[src/rtl/controlador_display_mux_pkg.sv]
// Shared types and constants for the multiplexed 7-segment scan controller.
// Segment codes are gfedcba, active-low (0 = segment lit).
package controlador_display_mux_pkg;

  typedef enum logic [1:0] {
    StIdle,
    StBlank,
    StShow
  } state_e;

  localparam logic [6:0] SEG_BLANK = 7'h7F;

  localparam logic [6:0] SEG_0 = 7'h40;
  localparam logic [6:0] SEG_1 = 7'h79;
  localparam logic [6:0] SEG_2 = 7'h24;
  localparam logic [6:0] SEG_3 = 7'h30;
  localparam logic [6:0] SEG_4 = 7'h19;
  localparam logic [6:0] SEG_5 = 7'h12;
  localparam logic [6:0] SEG_6 = 7'h02;
  localparam logic [6:0] SEG_7 = 7'h78;
  localparam logic [6:0] SEG_8 = 7'h00;
  localparam logic [6:0] SEG_9 = 7'h10;
  localparam logic [6:0] SEG_A = 7'h08;
  localparam logic [6:0] SEG_B = 7'h03;
  localparam logic [6:0] SEG_C = 7'h46;
  localparam logic [6:0] SEG_D = 7'h21;
  localparam logic [6:0] SEG_E = 7'h06;
  localparam logic [6:0] SEG_F = 7'h0E;

endpackage

[src/rtl/decodificador_7seg.sv]
// Combinational hex-to-7-segment decoder, gfedcba active-low outputs.
module decodificador_7seg
  import controlador_display_mux_pkg::*;
(
  input  logic [3:0] hex_i,
  output logic [6:0] seg_o
);

  always_comb begin
    seg_o = SEG_BLANK;
    unique case (hex_i)
      4'h0: seg_o = SEG_0;
      4'h1: seg_o = SEG_1;
      4'h2: seg_o = SEG_2;
      4'h3: seg_o = SEG_3;
      4'h4: seg_o = SEG_4;
      4'h5: seg_o = SEG_5;
      4'h6: seg_o = SEG_6;
      4'h7: seg_o = SEG_7;
      4'h8: seg_o = SEG_8;
      4'h9: seg_o = SEG_9;
      4'hA: seg_o = SEG_A;
      4'hB: seg_o = SEG_B;
      4'hC: seg_o = SEG_C;
      4'hD: seg_o = SEG_D;
      4'hE: seg_o = SEG_E;
      4'hF: seg_o = SEG_F;
      default: seg_o = SEG_BLANK;
    endcase
  end

endmodule

[src/rtl/controlador_display_mux.sv]
// Time-multiplexed scan controller for an N-digit common-anode 7-segment display.
// Optional LEADING_ZERO_BLANK_EN: leading zero digits (without dp) keep their anode off.
module controlador_display_mux
  import controlador_display_mux_pkg::*;
#(
  parameter int unsigned N_DIGITS     = 4,
  parameter int unsigned DIV          = 50000,
  parameter int unsigned BLANK_CYCLES = 16
) (
  input  logic                    clk,
  input  logic                    rst_n,
  input  logic                    enable,
  input  logic                    load,
  input  logic [4*N_DIGITS-1:0]   data_in,
  input  logic [N_DIGITS-1:0]     dp_in,
  output logic [6:0]              seg,
  output logic                    dp_n,
  output logic [N_DIGITS-1:0]     an,
  output logic                    frame_done
);

  localparam int unsigned CntW  = $clog2(DIV);
  localparam int unsigned IdxW  = $clog2(N_DIGITS);
  localparam int unsigned DataW = 4 * N_DIGITS;

  localparam logic [CntW-1:0] BlankLast = CntW'(BLANK_CYCLES - 1);
  localparam logic [CntW-1:0] SlotLast  = CntW'(DIV - 1);
  localparam logic [IdxW-1:0] IdxLast   = IdxW'(N_DIGITS - 1);

  state_e              state_q, state_d;
  logic [IdxW-1:0]     idx_q, idx_d;
  logic [CntW-1:0]     cnt_q, cnt_d;
  logic [DataW-1:0]    act_q, act_d;
  logic [N_DIGITS-1:0] act_dp_q, act_dp_d;
  logic [DataW-1:0]    pend_q, pend_d;
  logic [N_DIGITS-1:0] pend_dp_q, pend_dp_d;
  logic                pend_valid_q, pend_valid_d;
  logic [6:0]          seg_q, seg_d;
  logic                dp_n_q, dp_n_d;
  logic [N_DIGITS-1:0] an_q, an_d;
  logic                frame_done_q, frame_done_d;

  logic                frame_end;
  logic [3:0]          dec_nibble;
  logic                dp_sel;
  logic [6:0]          dec_seg;
  logic [N_DIGITS-1:0] lz_hide;

  // Slot counter runs 0..DIV-1 across the whole slot; BLANK covers the first BLANK_CYCLES.
  always_comb begin
    state_d   = state_q;
    idx_d     = idx_q;
    cnt_d     = cnt_q + 1'b1;
    frame_end = 1'b0;
    if (!enable) begin
      state_d = StIdle;
      idx_d   = '0;
      cnt_d   = '0;
    end else begin
      unique case (state_q)
        StIdle: begin
          state_d = StBlank;
          idx_d   = '0;
          cnt_d   = '0;
        end
        StBlank: begin
          if (cnt_q == BlankLast) begin
            state_d = StShow;
          end
        end
        StShow: begin
          if (cnt_q == SlotLast) begin
            state_d = StBlank;
            cnt_d   = '0;
            if (idx_q == IdxLast) begin
              idx_d     = '0;
              frame_end = 1'b1;
            end else begin
              idx_d = idx_q + 1'b1;
            end
          end
        end
        default: begin
          state_d = StIdle;
          idx_d   = '0;
          cnt_d   = '0;
        end
      endcase
    end
  end

  // Pending buffer absorbs loads; active only changes at frame end or while idle.
  always_comb begin
    pend_d       = pend_q;
    pend_dp_d    = pend_dp_q;
    pend_valid_d = pend_valid_q;
    act_d        = act_q;
    act_dp_d     = act_dp_q;
    if (load) begin
      pend_d       = data_in;
      pend_dp_d    = dp_in;
      pend_valid_d = 1'b1;
    end
    if (frame_end || (state_q == StIdle)) begin
      if (load) begin
        act_d    = data_in;
        act_dp_d = dp_in;
      end else if (pend_valid_q) begin
        act_d    = pend_q;
        act_dp_d = pend_dp_q;
      end
      pend_valid_d = 1'b0;
    end
  end

  always_comb begin
    dec_nibble = '0;
    dp_sel     = 1'b0;
    for (int k = 0; k < int'(N_DIGITS); k++) begin
      if (idx_d == IdxW'(k)) begin
        dec_nibble = act_d[4*k +: 4];
        dp_sel     = act_dp_d[k];
      end
    end
  end

  decodificador_7seg u_decodificador_7seg (
    .hex_i (dec_nibble),
    .seg_o (dec_seg)
  );

`ifdef LEADING_ZERO_BLANK_EN
  // A digit is hidden when it and every digit above it are zero and it has no dp.
  always_comb begin
    logic zero_above;
    zero_above = 1'b1;
    lz_hide    = '0;
    for (int k = int'(N_DIGITS) - 1; k > 0; k--) begin
      zero_above = zero_above && (act_d[4*k +: 4] == 4'h0);
      lz_hide[k] = zero_above && !act_dp_d[k];
    end
  end
`else
  assign lz_hide = '0;
`endif

  // Outputs are computed from next-state values so the registered pins line up with state_q.
  always_comb begin
    seg_d        = SEG_BLANK;
    dp_n_d       = 1'b1;
    an_d         = '1;
    frame_done_d = frame_end || ((state_q == StIdle) && enable);
    if (state_d == StShow) begin
      seg_d  = dec_seg;
      dp_n_d = ~dp_sel;
      for (int k = 0; k < int'(N_DIGITS); k++) begin
        if ((idx_d == IdxW'(k)) && !lz_hide[k]) begin
          an_d[k] = 1'b0;
        end
      end
    end
  end

  always_ff @(posedge clk or negedge rst_n) begin
    if (!rst_n) begin
      state_q      <= StIdle;
      idx_q        <= '0;
      cnt_q        <= '0;
      act_q        <= '0;
      act_dp_q     <= '0;
      pend_q       <= '0;
      pend_dp_q    <= '0;
      pend_valid_q <= 1'b0;
      seg_q        <= SEG_BLANK;
      dp_n_q       <= 1'b1;
      an_q         <= '1;
      frame_done_q <= 1'b0;
    end else begin
      state_q      <= state_d;
      idx_q        <= idx_d;
      cnt_q        <= cnt_d;
      act_q        <= act_d;
      act_dp_q     <= act_dp_d;
      pend_q       <= pend_d;
      pend_dp_q    <= pend_dp_d;
      pend_valid_q <= pend_valid_d;
      seg_q        <= seg_d;
      dp_n_q       <= dp_n_d;
      an_q         <= an_d;
      frame_done_q <= frame_done_d;
    end
  end

  assign seg        = seg_q;
  assign dp_n       = dp_n_q;
  assign an         = an_q;
  assign frame_done = frame_done_q;

endmodule
[config.mk]
export PLATFORM = sky130hd
export DESIGN_NAME = controlador_display_mux
export DESIGN_NICKNAME = d
export VERILOG_FILES = /design/src/rtl/controlador_display_mux_pkg.sv /design/src/rtl/decodificador_7seg.sv /design/src/rtl/controlador_display_mux.sv
export SDC_FILE = /design/constraint.sdc
export NUM_CORES = 1
export LEC_CHECK = 0
export BUFFER_PORTS_ARGS = -buffer_cell sky130_fd_sc_hd__buf_2
export CORE_AREA = 2 2 81 83
export CTS_BUF_LIST = sky130_fd_sc_hd__clkbuf_2
export CTS_CLUSTER_SIZE = 16
export DETAILED_ROUTE_END_ITERATION = 16
export DIE_AREA = 0 0 83 85
export PLACE_DENSITY = 0.82
export RECOVER_POWER = 25
export SYNTH_ARGS = -nofsm -noshare
export SYNTH_HDL_FRONTEND = slang
export SYNTH_SLANG_ARGS = --single-unit
[constraint.sdc]
create_clock -name clk -period 4.6 [get_ports clk]
set_input_delay 0.46 -clock clk [delete_from_list [all_inputs] [get_ports clk]]
set_output_delay 0.46 -clock clk [all_outputs]
set_load 0.02 [all_outputs]
* Word-level counts from Yosys, hierarchy flattened
Memory sizes are Yosys's and may differ from the RTL's.
Cells that the tools add are included.
** Word-level totals
- Logic and storage cells :: 69
- Bits in read-only memories :: 112
- Register bits after elaboration :: 74
- Memories :: 1
- Output and inout bits :: 13
- Input port bits :: 24
** Cells by class
- Reduce and logical (&&, ||, !) cells :: 6
- Eq/ne operators :: 9
- Bitwise gates (word level) :: 1
- Add/sub/neg operators :: 2
- Multiplexer cells :: 38
** Memories
- (no name shown) :: words 16, width 7, read ports 1, clocked after Yosys merged registers in 0, wr ports 0, RTL line decodificador_7seg.sv:11 : unique case (hex_i)
** Operators by type and width (number)
- 16-bit 2-to-1 mux :: 5
- 4-bit 2-to-1 mux :: 8
- 16-bit case mux with 2 select lines :: 1
- 16-bit by 1-bit adder with 16-bit output (second input constant) :: 1
- 16-bit == test (second input constant) :: 1
- 16-bit by 4-bit == test with 1-bit output (second input constant) :: 1
- 1-bit 2-to-1 mux :: 15
- 2-bit 2-to-1 mux :: 6
- 2-bit == test (second input constant) :: 5
- 7-bit 2-to-1 mux :: 1
- 2-bit case mux with 3 select lines :: 1
- 2-bit by 1-bit == test with 1-bit output (second input constant) :: 2
- 2-bit zero test :: 2
- 2-bit case mux with 2 select lines :: 1
- 2-bit by 1-bit adder with 2-bit output (second input constant) :: 1
- 1-bit logical OR :: 2
- 2-bit nonzero test :: 1
- 1-bit logical AND :: 1
- 1-bit NOT :: 1

* Longest topological paths before layout
Gate-level depths: netlist (run 1).
- Word-level depth :: 13
- Depth in mapped cells :: 15
- Depth with buffers taken out :: 13

* Hierarchy
Synthesis (run 1) repeated with hierarchy kept, for this count alone.
** Unflattened totals
- Cells, all modules :: 320
- Area total of the unflattened synthesis :: 3585.9 um2
** By module, submodules not included
- controlador_display_mux :: cells each 285, area an instance 3315.7 um2, times used 1, sequential area each 1866.8 um2
- decodificador_7seg :: cells each 35, area an instance 270.3 um2, times used 1, sequential area each 0.0 um2

* Least setup slack after synthesis (run 1)
Ideal clock, no wire load.
- Kind :: register to register
- Start point :: reg state_q[0]
- End point :: reg seg_q[3], in the netlist seg[3]
- Setup slack :: 1.377 ns
- Clock period less this slack :: 3.223 ns
- Cell stages (with the launch flop) :: 16
- Data arrival time :: 3.140 ns
- Library setup time :: 0.083 ns
- Path buffers :: 3
- Data required time :: 4.517 ns
- Cells stage by stage :: dfrtp_1 inv_1 ha_1 clkbuf_1 nand3_1 o31ai_4 buf_6 buf_6 mux2_2 a22oi_1 a21oi_2 inv_1 ha_1 a211oi_1 a2111oi_4 a41oi_1
** On the way
- Elaborated cells on any way between the ends :: 24
- Those cells by class :: eq/ne: 6; mux: 14; reduce/logical: 3; memory: 1
** RTL lines
- start: declaration :: RTL line controlador_display_mux.sv:30 : state_e state_q, state_d;
- start signal: assignment :: RTL line controlador_display_mux.sv:166 : state_q <= StIdle;
- start signal: assignment :: RTL line controlador_display_mux.sv:179 : state_q <= state_d;
- 2-bit == test :: RTL line controlador_display_mux.sv:60 : unique case (state_q)
- 1-bit 2-to-1 mux :: RTL line controlador_display_mux.sv:60
- 1-bit 2-to-1 mux :: RTL line controlador_display_mux.sv:55 : if (!enable) begin
- 1-bit logical OR (*) :: RTL line controlador_display_mux.sv:104 : if (frame_end || (state_q == StIdle)) begin
- 16-bit 2-to-1 mux (*) :: RTL line controlador_display_mux.sv:104
- named net act_d[5] :: RTL line controlador_display_mux.sv:33 : logic [DataW-1:0] act_q, act_d;
- 4-bit 2-to-1 mux (*) (3 in a row) :: RTL line controlador_display_mux.sv:120 : if (idx_d == IdxW'(k)) begin
- memory 16 x 7 bit (*)
- 7-bit 2-to-1 mux (*) :: RTL line controlador_display_mux.sv:153 : if (state_d == StShow) begin
- named net seg_d[3] :: RTL line controlador_display_mux.sv:38 : logic [6:0] seg_q, seg_d;
- end signal: assignment :: RTL line controlador_display_mux.sv:187 : seg_q <= seg_d;
- end: declaration :: RTL line controlador_display_mux.sv:38
The timed path passes the listed nets; every way through them passes the cells marked *.
A chain may end at the register's enable or synchronous reset.

* Final worst setup path (run 1)
- Start point :: reg cnt_q[0]
- End point :: reg seg_q[3], in the netlist seg[3]
** On the way
- Elaborated cells on any way between the ends :: 25
- Those cells by class :: eq/ne: 6; mux: 16; reduce/logical: 2; memory: 1
** RTL lines
- start: declaration :: RTL line controlador_display_mux.sv:32 : logic [CntW-1:0] cnt_q, cnt_d;
- start signal: assignment :: RTL line controlador_display_mux.sv:181 : cnt_q <= cnt_d;
- 16-bit == test :: RTL line controlador_display_mux.sv:72 : if (cnt_q == SlotLast) begin
- 1-bit 2-to-1 mux :: RTL line controlador_display_mux.sv:72
- 1-bit 2-to-1 mux :: RTL line controlador_display_mux.sv:60
- 1-bit 2-to-1 mux :: RTL line controlador_display_mux.sv:55
- 1-bit logical OR :: RTL line controlador_display_mux.sv:104
- 16-bit 2-to-1 mux :: RTL line controlador_display_mux.sv:104
- named net act_d[5] :: RTL line controlador_display_mux.sv:33
- 4-bit 2-to-1 mux (3 in a row) :: RTL line controlador_display_mux.sv:120
- memory 16 x 7 bit
- 7-bit 2-to-1 mux :: RTL line controlador_display_mux.sv:153
- named net seg_d[3] :: RTL line controlador_display_mux.sv:38
The timed path passes the listed nets, and every way through them passes these cells.

==> metrics, run 1 <==
status finished, violations left; failing checks capacitance limit, slew limit; max cap viols 1; CTS Root Cell clkbuf_2; DP HPWL 5.16 mm; largest net degree at the start of global routing 42; reg2reg setup slack 0.91 ns; max incr delay on CP 0.65 ns; Worst setup SP type flip-flop; Synthesized Nets 339; CTS tree done; # Post-CTS Setup Buffers 0; first-pass GRT wire length 12.4 mm; Max Fclk 0.271 GHz; CP cell instances ha_1 > and3_1 > nand4_4 > o31ai_4 > mux2_2 > a22oi_1 > a21oi_2 > inv_1 > ha_1 > a211oi_1 > a2111oi_4 > a41oi_1; Slowest-stage cell, CP o31ai_4; fill count 489; number of global-route vias before repair 2507; fin. max-slew vios 35; Clock Tree Buf Depth 2; Synth Register Bits 74; worst hold start dp_in[2]; Cell Pwr Density 344 mW/mm^2; CTS Hold Bufs 1; clk slew on worst S/H paths 0.22 ns; first-pass detailed-route iteration total 5; WS Path Type reg -> reg; later-pin clock latency in the skew report 0.53 ns; DIE WIDTH 83 um; DRC violations left 0; dominant synthesized flop cell dfrtp_1; share of layout cells above drive strength 1 28.3%; synth warn 0; design area 0.00404 mm^2; CP Max Fanout 13; Detail Route Antenna Nets 0; 1st-iter DRT viols 117; Worst R2R Start cnt_q[0]$_DFF_PN0_; WL/cell 16.8 um; unrepaired setup endpoints after global routing false; Fin Setup TNS 0 ns; Via density 5.84; final WL 7.19 mm; Tmin final 3.69 ns; FF-to-FF End seg[3]$_DFF_PN1_; DR vias 2495; Hold EP pend_dp_q[2]$_DFFE_PN0P_; Worst Hold Class in -> reg; met1 wire length 3.26 mm; height of the die 85 um; initial core utilization 58.6%; unique cell type count in the Yosys netlist 60; total CTS buffers 9; Leak Pwr 1.76 nW; gpl congestion 0.856; Gate Count Post-Synth 303; ant diodes 0; final setup vio count 0; share of flip-flops with an asynchronous set or reset 100%; DR WL met2 3.44 mm; Syn Area/Cell 12.0 um^2; Max Used Layer met4; full die area 0.00706 mm^2; I/O Buffers 36; fin nets 381; multi-input logic area 0.00168 mm^2; hold path cells 2; io pins 37; EDFF count, synth 0; worst slew pin tran 1.80 ns; synthesized cell area 0.00364 mm^2; Clock Skew 0.0255 ns; initial antenna violation count 0; Data required, critical path 5.06 ns; total gr overflow 0; Total GRT Usage 22.3%; routed length on met3 329 um; Tcrit/Tclk final 80.2%; depth of the most critical reg-to-reg path 12; Core Rows 29; Reg area 0.00187 mm^2; Placed Area 0.00388 mm^2; sequential fraction of the synthesis area 51.3%; Slew headroom -20.1%; Core Box Area 0.00620 mm^2; Final Hold Vio Count 0; most frequent CP cell ha_1; H-tree levels 3; CP Capture Type flip-flop; post-cts gate resize count 0; Max VDD drop 0.193 mV; area grow syn2layout 10.9%; Worst EP arrival 4.15 ns; CTS Sinks 74
## kinds of logic after synthesis
kind of cell    synth area share [%]
mux                             14.5
fa+ha+maj                       4.13
flops                           51.3
buf+inv                         2.41
simple gates                    12.7
xor+xnor                        3.61
compound gates                  11.3
## state kept, by name, indices dropped and copies added, names as in the netlist
register / flops
an: 4
pend_q: 16
state_q: 2
dp_n: 1
cnt_q: 16
act_q: 16
act_dp_q: 4
frame_done: 1
seg: 7
pend_valid_q: 1
pend_dp_q: 4
idx_q: 2
## layer usage
metal	global-route usage, %	up-vias
li1	-	1184
met1	30.5	1230
met2	35.1	66
met3	3.99	15
met4	9.84	0
met5	0	-
## how the worst max path moves through the flow
stage,start,to,slack (ns),cells after the start
after floorplan,state_q[0]$_DFF_PN0_,seg[3]$_DFF_PN1_,1.38,15
after CTS,cnt_q[0]$_DFF_PN0_,seg[3]$_DFF_PN1_,0.90,12
after detailed placement,cnt_q[4]$_DFF_PN0_,seg[3]$_DFF_PN1_,0.98,11
final,cnt_q[0]$_DFF_PN0_,seg[3]$_DFF_PN1_,0.91,12
after global placement,cnt_q[4]$_DFF_PN0_,seg[4]$_DFF_PN1_,1.12,9
after global routing,state_q[0]$_DFF_PN0_,seg[3]$_DFF_PN1_,0.62,13
## layout make-up
type                    count  share of cell area, %
inverters                   9                  0.837
well taps                  77                   2.39
repair buffers             40                   5.21
clock buffers               9                   1.12
clock inverters             7                   2.48
multi-input cells         211                   41.7
flip-flops and latches     74                   46.2
## synthesized netlist by cell type, drive strengths merged (5+ instances only)
library cell / number / share of area (%)
nor2: 31 / 3.3
xor2: 8 / 1.9
dfstp: 12 / 8.7
and3: 6 / 1.0
nand2: 18 / 1.9
xnor2: 7 / 1.7
dfrtp: 62 / 43
mux2i: 10 / 2.8
a21oi: 8 / 1.7
ha: 12 / 4.1
buf: 5 / 1.1
nand3: 13 / 1.8
o21ai: 8 / 1.1
mux2: 38 / 12
inv: 9 / 0.93
## critical path, delay by kind of cell, from the launching register on
kind            cells  cell delay, ns
simple gates        2            0.57
mux                 1            0.29
flops               1            0.41
buf+inv             1            0.15
compound gates      6            1.68
fa+ha+maj           2            0.54
## report_power, final
part / switching (mW) / total (mW) / internal, mW
Clock: 0.244 / 0.429 / 0.185
Combinational: 0.135 / 0.233 / 0.0990
Sequential: 0.0163 / 0.725 / 0.709
## placed cells by master (no fill, tap or decap), drive strengths merged, types with 6 or more instances in the layout
cell type / n
a21oi: 8
and3: 6
buf: 37
clkbuf: 11
dfrtp: 62
dfstp: 12
ha: 12
inv: 11
mux2: 38
mux2i: 10
nand2: 18
nand3: 13
nor2: 31
o21ai: 8
xnor2: 7
xor2: 8
## through the flow
step | total power, mW | std cells | hold slack, ns | setup slack (ns) | util [%]
after floorplan | 0.907 | 303 | 0.164 | 1.38 | -
after global placement | 0.959 | 410 | 0.436 | 1.12 | 62.6
after detailed placement | 0.972 | 410 | 0.451 | 0.977 | 62.6
after CTS | 1.40 | 427 | 0.122 | 0.904 | 65.1
after global routing | 1.46 | 427 | 0.123 | 0.615 | 65.1
final | 1.39 | 427 | 0.148 | 0.911 | 65.1
No activity file was read; power rests on OpenSTA's default activity.
==> run 2: changes to the inputs <==
clock period = 3.6 ns   (was 4.6 ns; I/O delays follow)
==> run 2 against run 1 <==
Utilization increased by 1.5 points. Sequential power increased by 28%. Setup slack got worse by 0.62 ns. The run still ends with capacitance limit, slew limit left. Sequential cell count unchanged. Count of clock-buffer cells in the layout unchanged. Non-clock buffer count increased by 9. Worst hold slack got worse by 0.11 ns. First-iteration DRC count increased by 33%. Die area unchanged. Critical path type unchanged. Wire length decreased by 3.4%. Sequential share of layout area decreased by 1.0 points. Critical path depth decreased by 2.
==> metrics, run 2 (synthesis results as in run 1) <==
Via density 5.66; DRC violations left 0; most common cell after layout, fill and taps aside dfrtp_1; full die area 0.00706 mm^2; CTS Sinks 74; max cap viols 1; gpl congestion 0.849; I/O Buffers 36; fin util 66.5%; Leak Pwr 1.81 nW; Cell Pwr Density 450 mW/mm^2; cell family with most CP delay compound AO/OA/AOI/OAI gates; CP Capture Type flip-flop; later-pin clock latency in the skew report 0.54 ns; CTS tree done; Worst Hold Class in -> reg; initial antenna violation count 0; failing checks capacitance limit, slew limit; fin nets 390; Worst EP arrival 3.77 ns; total CTS buffers 9; Placed Area 0.00395 mm^2; Tmin final 3.30 ns; WL/cell 15.9 um; Clock Tree Buf Depth 2; initial core utilization 58.6%; Total GRT Usage 22.1%; Slowest-stage cell, CP o31ai_4; largest net degree at the start of global routing 49; io pins 37; Largest regs act_q x16, cnt_q x16, pend_q x16; H-tree levels 3; WS Path Type reg -> reg; status finished, violations left; ant diodes 0; CTS Root Cell clkbuf_2; worst slew pin tran 2.44 ns; CP Max Fanout 13; Reg area 0.00187 mm^2; Data required, critical path 4.06 ns; DP HPWL 5.15 mm; Setup WS pre-CTS 0.238 ns; Layout Cells excl Fill 436; multi-input logic area 0.00169 mm^2; fill count 457; Tcrit/Tclk final 91.8%; first-pass GRT wire length 12.2 mm; most frequent cells in the layout 62 x dfrtp_1, 34 x buf_2, 30 x nor2_1; area grow syn2layout 13.5%; overall power 1.86 mW; DIE WIDTH 83 um; CP cell instances ha_1 > and3_1 > nand4_4 > o31ai_4 > buf_4 > mux2_2 > a22o_1 > o22ai_2 > mux2i_1 > o221ai_1; post-route setup slack 0.296 ns; Max Fclk 0.303 GHz; Worst setup SP type flip-flop; final setup vio count 0; fin. max-slew vios 49; DP Cell Count 419; max incr delay on CP 0.50 ns; # Post-CTS Setup Buffers 0; design area 0.00413 mm^2; Slew headroom -62.4%; 1st-iter DRT viols 156; clk slew on worst S/H paths 0.23 ns; Buf/Inv on CP 1; first-pass detailed-route iteration total 4; DR vias 2468; share of layout cells above drive strength 1 32.6%; Fin Setup TNS 0 ns; total gr overflow 0; Core Box Area 0.00620 mm^2; height of the die 85 um; final WL 6.95 mm; Core Rows 29; unrepaired setup endpoints after global routing false; Clock Skew 0.0258 ns; Max VDD drop 0.356 mV; number of global-route vias before repair 2467; Detail Route Antenna Nets 0; Hold Slack 0.0423 ns; Final Hold Vio Count 0
run 2: power breakdown:
part / total, mW / switching, mW / internal, mW
Clock: 0.615 / 0.308 / 0.306
Sequential: 0.926 / 0.0205 / 0.906
Combinational: 0.316 / 0.176 / 0.139
run 2: timing repair:
action / CTS / global route
hold buffers: 1 / 0
hold endpoints to repair: 27 / 0
setup endpoints to repair: 0 / 1
resized for setup: 0 / 1
run 2: cell type report:
cell class / count / share of cell area (%)
Sequential cell: 74 / 45.2
Multi-Input combinational cell: 211 / 40.9
Timing Repair Buffer: 49 / 6.64
Clock inverter: 7 / 3.00
Tap cell: 77 / 2.33
Clock buffer: 9 / 1.09
Inverter: 9 / 0.818
run 2: final timing paths:
path | cells after the start | startpoint | endpoint | slack (ns)
setup / recovery | 10 | cnt_q[0]$_DFF_PN0_ | seg[4]$_DFF_PN1_ | 0.30
hold / removal | 2 | data_in[2] | pend_q[2]$_DFFE_PN0P_ | 0.04
setup reg to reg | 10 | cnt_q[0]$_DFF_PN0_ | seg[4]$_DFF_PN1_ | 0.30
hold reg to reg | 1 | cnt_q[0]$_DFF_PN0_ | cnt_q[0]$_DFF_PN0_ | 0.47
max in group asynchronous | 2 | rst_n | cnt_q[1]$_DFF_PN0_ | 1.16
min in group asynchronous | 2 | rst_n | pend_q[7]$_DFFE_PN0P_ | 1.09
run 2: routing by layer:
metal | routed length [um] | global-route usage (%) | share of wire, %
met2 | 3310 | 34.2 | 48
met4 | 116 | 8.94 | 1.7
met1 | 3260 | 30.6 | 47
met5 | 0 | 0 | 0
met3 | 264 | 4.96 | 3.8
==> run 3: changes to the inputs <==
BUFFER_PORTS_ARGS = -buffer_cell sky130_fd_sc_hd__buf_4   (was -buffer_cell sky130_fd_sc_hd__buf_2)
==> run 3 against run 2 <==
The run still ends with capacitance limit, slew limit left. Sequential cell count unchanged. Global-route usage down 0.38 points. Count of clock-buffer cells in the layout unchanged. Critical path type unchanged. Largest power group unchanged. Via count rose by 0.24%. Die area unchanged. Register-to-register slack better by 0.06 ns. Clock power up 2%.
==> metrics, run 3 (synthesis results as in run 1) <==
status finished, violations left; failing checks capacitance limit, slew limit; first-pass detailed-route iteration total 6; clock power share 33.5%; Fin Setup TNS 0 ns; Sw Ratio 27.7%; worst slew pin tran 1.75 ns; DIE WIDTH 83 um; most frequent cells in the layout 62 x dfrtp_1, 42 x buf_4, 31 x mux2_2; H-tree levels 3; ant diodes 0; Max Fclk 0.308 GHz; CP Capture Type flip-flop; combinational share of power 17.2%; Worst Hold Class in -> reg; Worst EP arrival 3.73 ns; io pins 37; fill count 454; number of global-route vias before repair 2454; Max VDD drop 0.296 mV; largest net degree at the start of global routing 75; gpl congestion 0.820; CP Max Fanout 20; fin. max-slew vios 75; fin nets 386; Slew headroom -16.5%; P_sw 0.520 mW; overall power 1.88 mW; Final Hold Vio Count 0; CTS tree done; height of the die 85 um; Tmin final 3.24 ns; share of layout cells above drive strength 1 33.5%; initial antenna violation count 0; WS Path Type reg -> reg; final WL 7.11 mm; Clock Skew 0.0376 ns; Detail Route Antenna Nets 0; Total GRT Usage 21.7%; Placed Area 0.00402 mm^2; area grow syn2layout 15.6%; WL/cell 16.5 um; first-pass GRT wire length 12.1 mm; Via density 5.73; DP HPWL 4.95 mm; Core Box Area 0.00620 mm^2; # Post-CTS Setup Buffers 0; Clock Tree Buf Depth 2; Data required, critical path 4.09 ns; Core Rows 29; max cap viols 1; DRC violations left 0; Leak Pwr 1.85 nW; later-pin clock latency in the skew report 0.57 ns; total gr overflow 0; Worst setup SP type flip-flop; total CTS buffers 9; Cell Int Power 1.36 mW; Setup WS pre-CTS 0.329 ns; unrepaired setup endpoints after global routing false; clk slew on worst S/H paths 0.24 ns; DR vias 2474; CTS Sinks 74; full die area 0.00706 mm^2; design area 0.00421 mm^2; Tcrit/Tclk final 90.1%; final setup vio count 0; Largest regs act_q x16, cnt_q x16, pend_q x16; I/O Buffers 36; post-route setup slack 0.358 ns; Cell Pwr Density 447 mW/mm^2; sequential power share 49.3%; most common cell after layout, fill and taps aside dfrtp_1; 1st-iter DRT viols 127; initial core utilization 58.6%; CTS Root Cell clkbuf_2
-- run 3: per-layer routing --
| layer | wire (um) | track usage (%) | part of all wire (%) | up-vias |
|---|---|---|---|---|
| met4 | 162 | 9.84 | 2.3 | 0 |
| met5 | 0 | 0 | 0 | - |
| met1 | 3310 | 30.2 | 46 | 1210 |
| li1 | - | - | - | 1181 |
| met2 | 3350 | 33.5 | 47 | 66 |
| met3 | 287 | 4.09 | 4.0 | 17 |
-- run 3: final timing paths --
check,startpoint,endpoint,slack (ns),cells past startpoint
setup reg to reg,cnt_q[0]$_DFF_PN0_,seg[3]$_DFF_PN1_,0.36,13
hold reg to reg,cnt_q[0]$_DFF_PN0_,cnt_q[0]$_DFF_PN0_,0.48,1
max in group asynchronous,rst_n,pend_q[6]$_DFFE_PN0P_,1.80,2
setup / recovery,cnt_q[0]$_DFF_PN0_,seg[3]$_DFF_PN1_,0.36,13
min in group asynchronous,rst_n,cnt_q[5]$_DFF_PN0_,0.78,2
hold / removal,data_in[4],pend_q[4]$_DFFE_PN0P_,0.004,2
-- run 3: final cells by class --
| class | instances | area, um^2 | share of cell area (%) |
|---|---|---|---|
| Inverter | 9 | 33.8 | 0.803 |
| Sequential cell | 74 | 1870 | 44.4 |
| Clock inverter | 7 | 124 | 2.95 |
| Clock buffer | 9 | 45.0 | 1.07 |
| Tap cell | 77 | 96.3 | 2.29 |
| Multi-Input combinational cell | 211 | 1690 | 40.2 |
| Timing Repair Buffer | 45 | 350 | 8.33 |
-- run 3: stage by stage --
stage / hold slack (ns) / util (%) / std cells
6_report: 0.00416 / 67.8 / 432
5_1_grt: 0.00107 / 67.8 / 432
4_1_cts: 0.00969 / 67.7 / 432
3_5_place_dp: 0.449 / 64.9 / 415
3_3_place_gp: 0.436 / 64.9 / 415
2_1_floorplan: 0.0644 / - / 303
-- run 3: timing repair --
| item | 4_1_cts | 5_1_grt |
|---|---|---|
| gates resized for setup | 0 | 1 |
| hold buffers | 1 | 0 |
| setup endpoints to repair | 0 | 1 |
| hold endpoints to repair | 62 | 0 |
-- run 3: worst max-delay path, cell delays in order (launching register included) --
cell and delay [ns]:
dfrtp_1 0.41, ha_1 0.18, and3_1 0.30, nand4_4 0.25, o31ai_4 0.31, buf_12 0.20
mux2_2 0.36, a22oi_1 0.21, a21oi_2 0.10, inv_1 0.11, ha_1 0.27, a211oi_2 0.24
a2111oi_4 0.05, a41oi_1 0.18
-- run 3: power by group through the flow --
stage               Clock (mW)  Combinational (mW)  Sequential (mW)
finish                   0.630               0.324            0.926
global route             0.669               0.357            0.934
global placement             0               0.307            0.937
floorplan                    0               0.223            0.935
detailed placement           0               0.319            0.941
CTS                      0.639               0.325            0.927
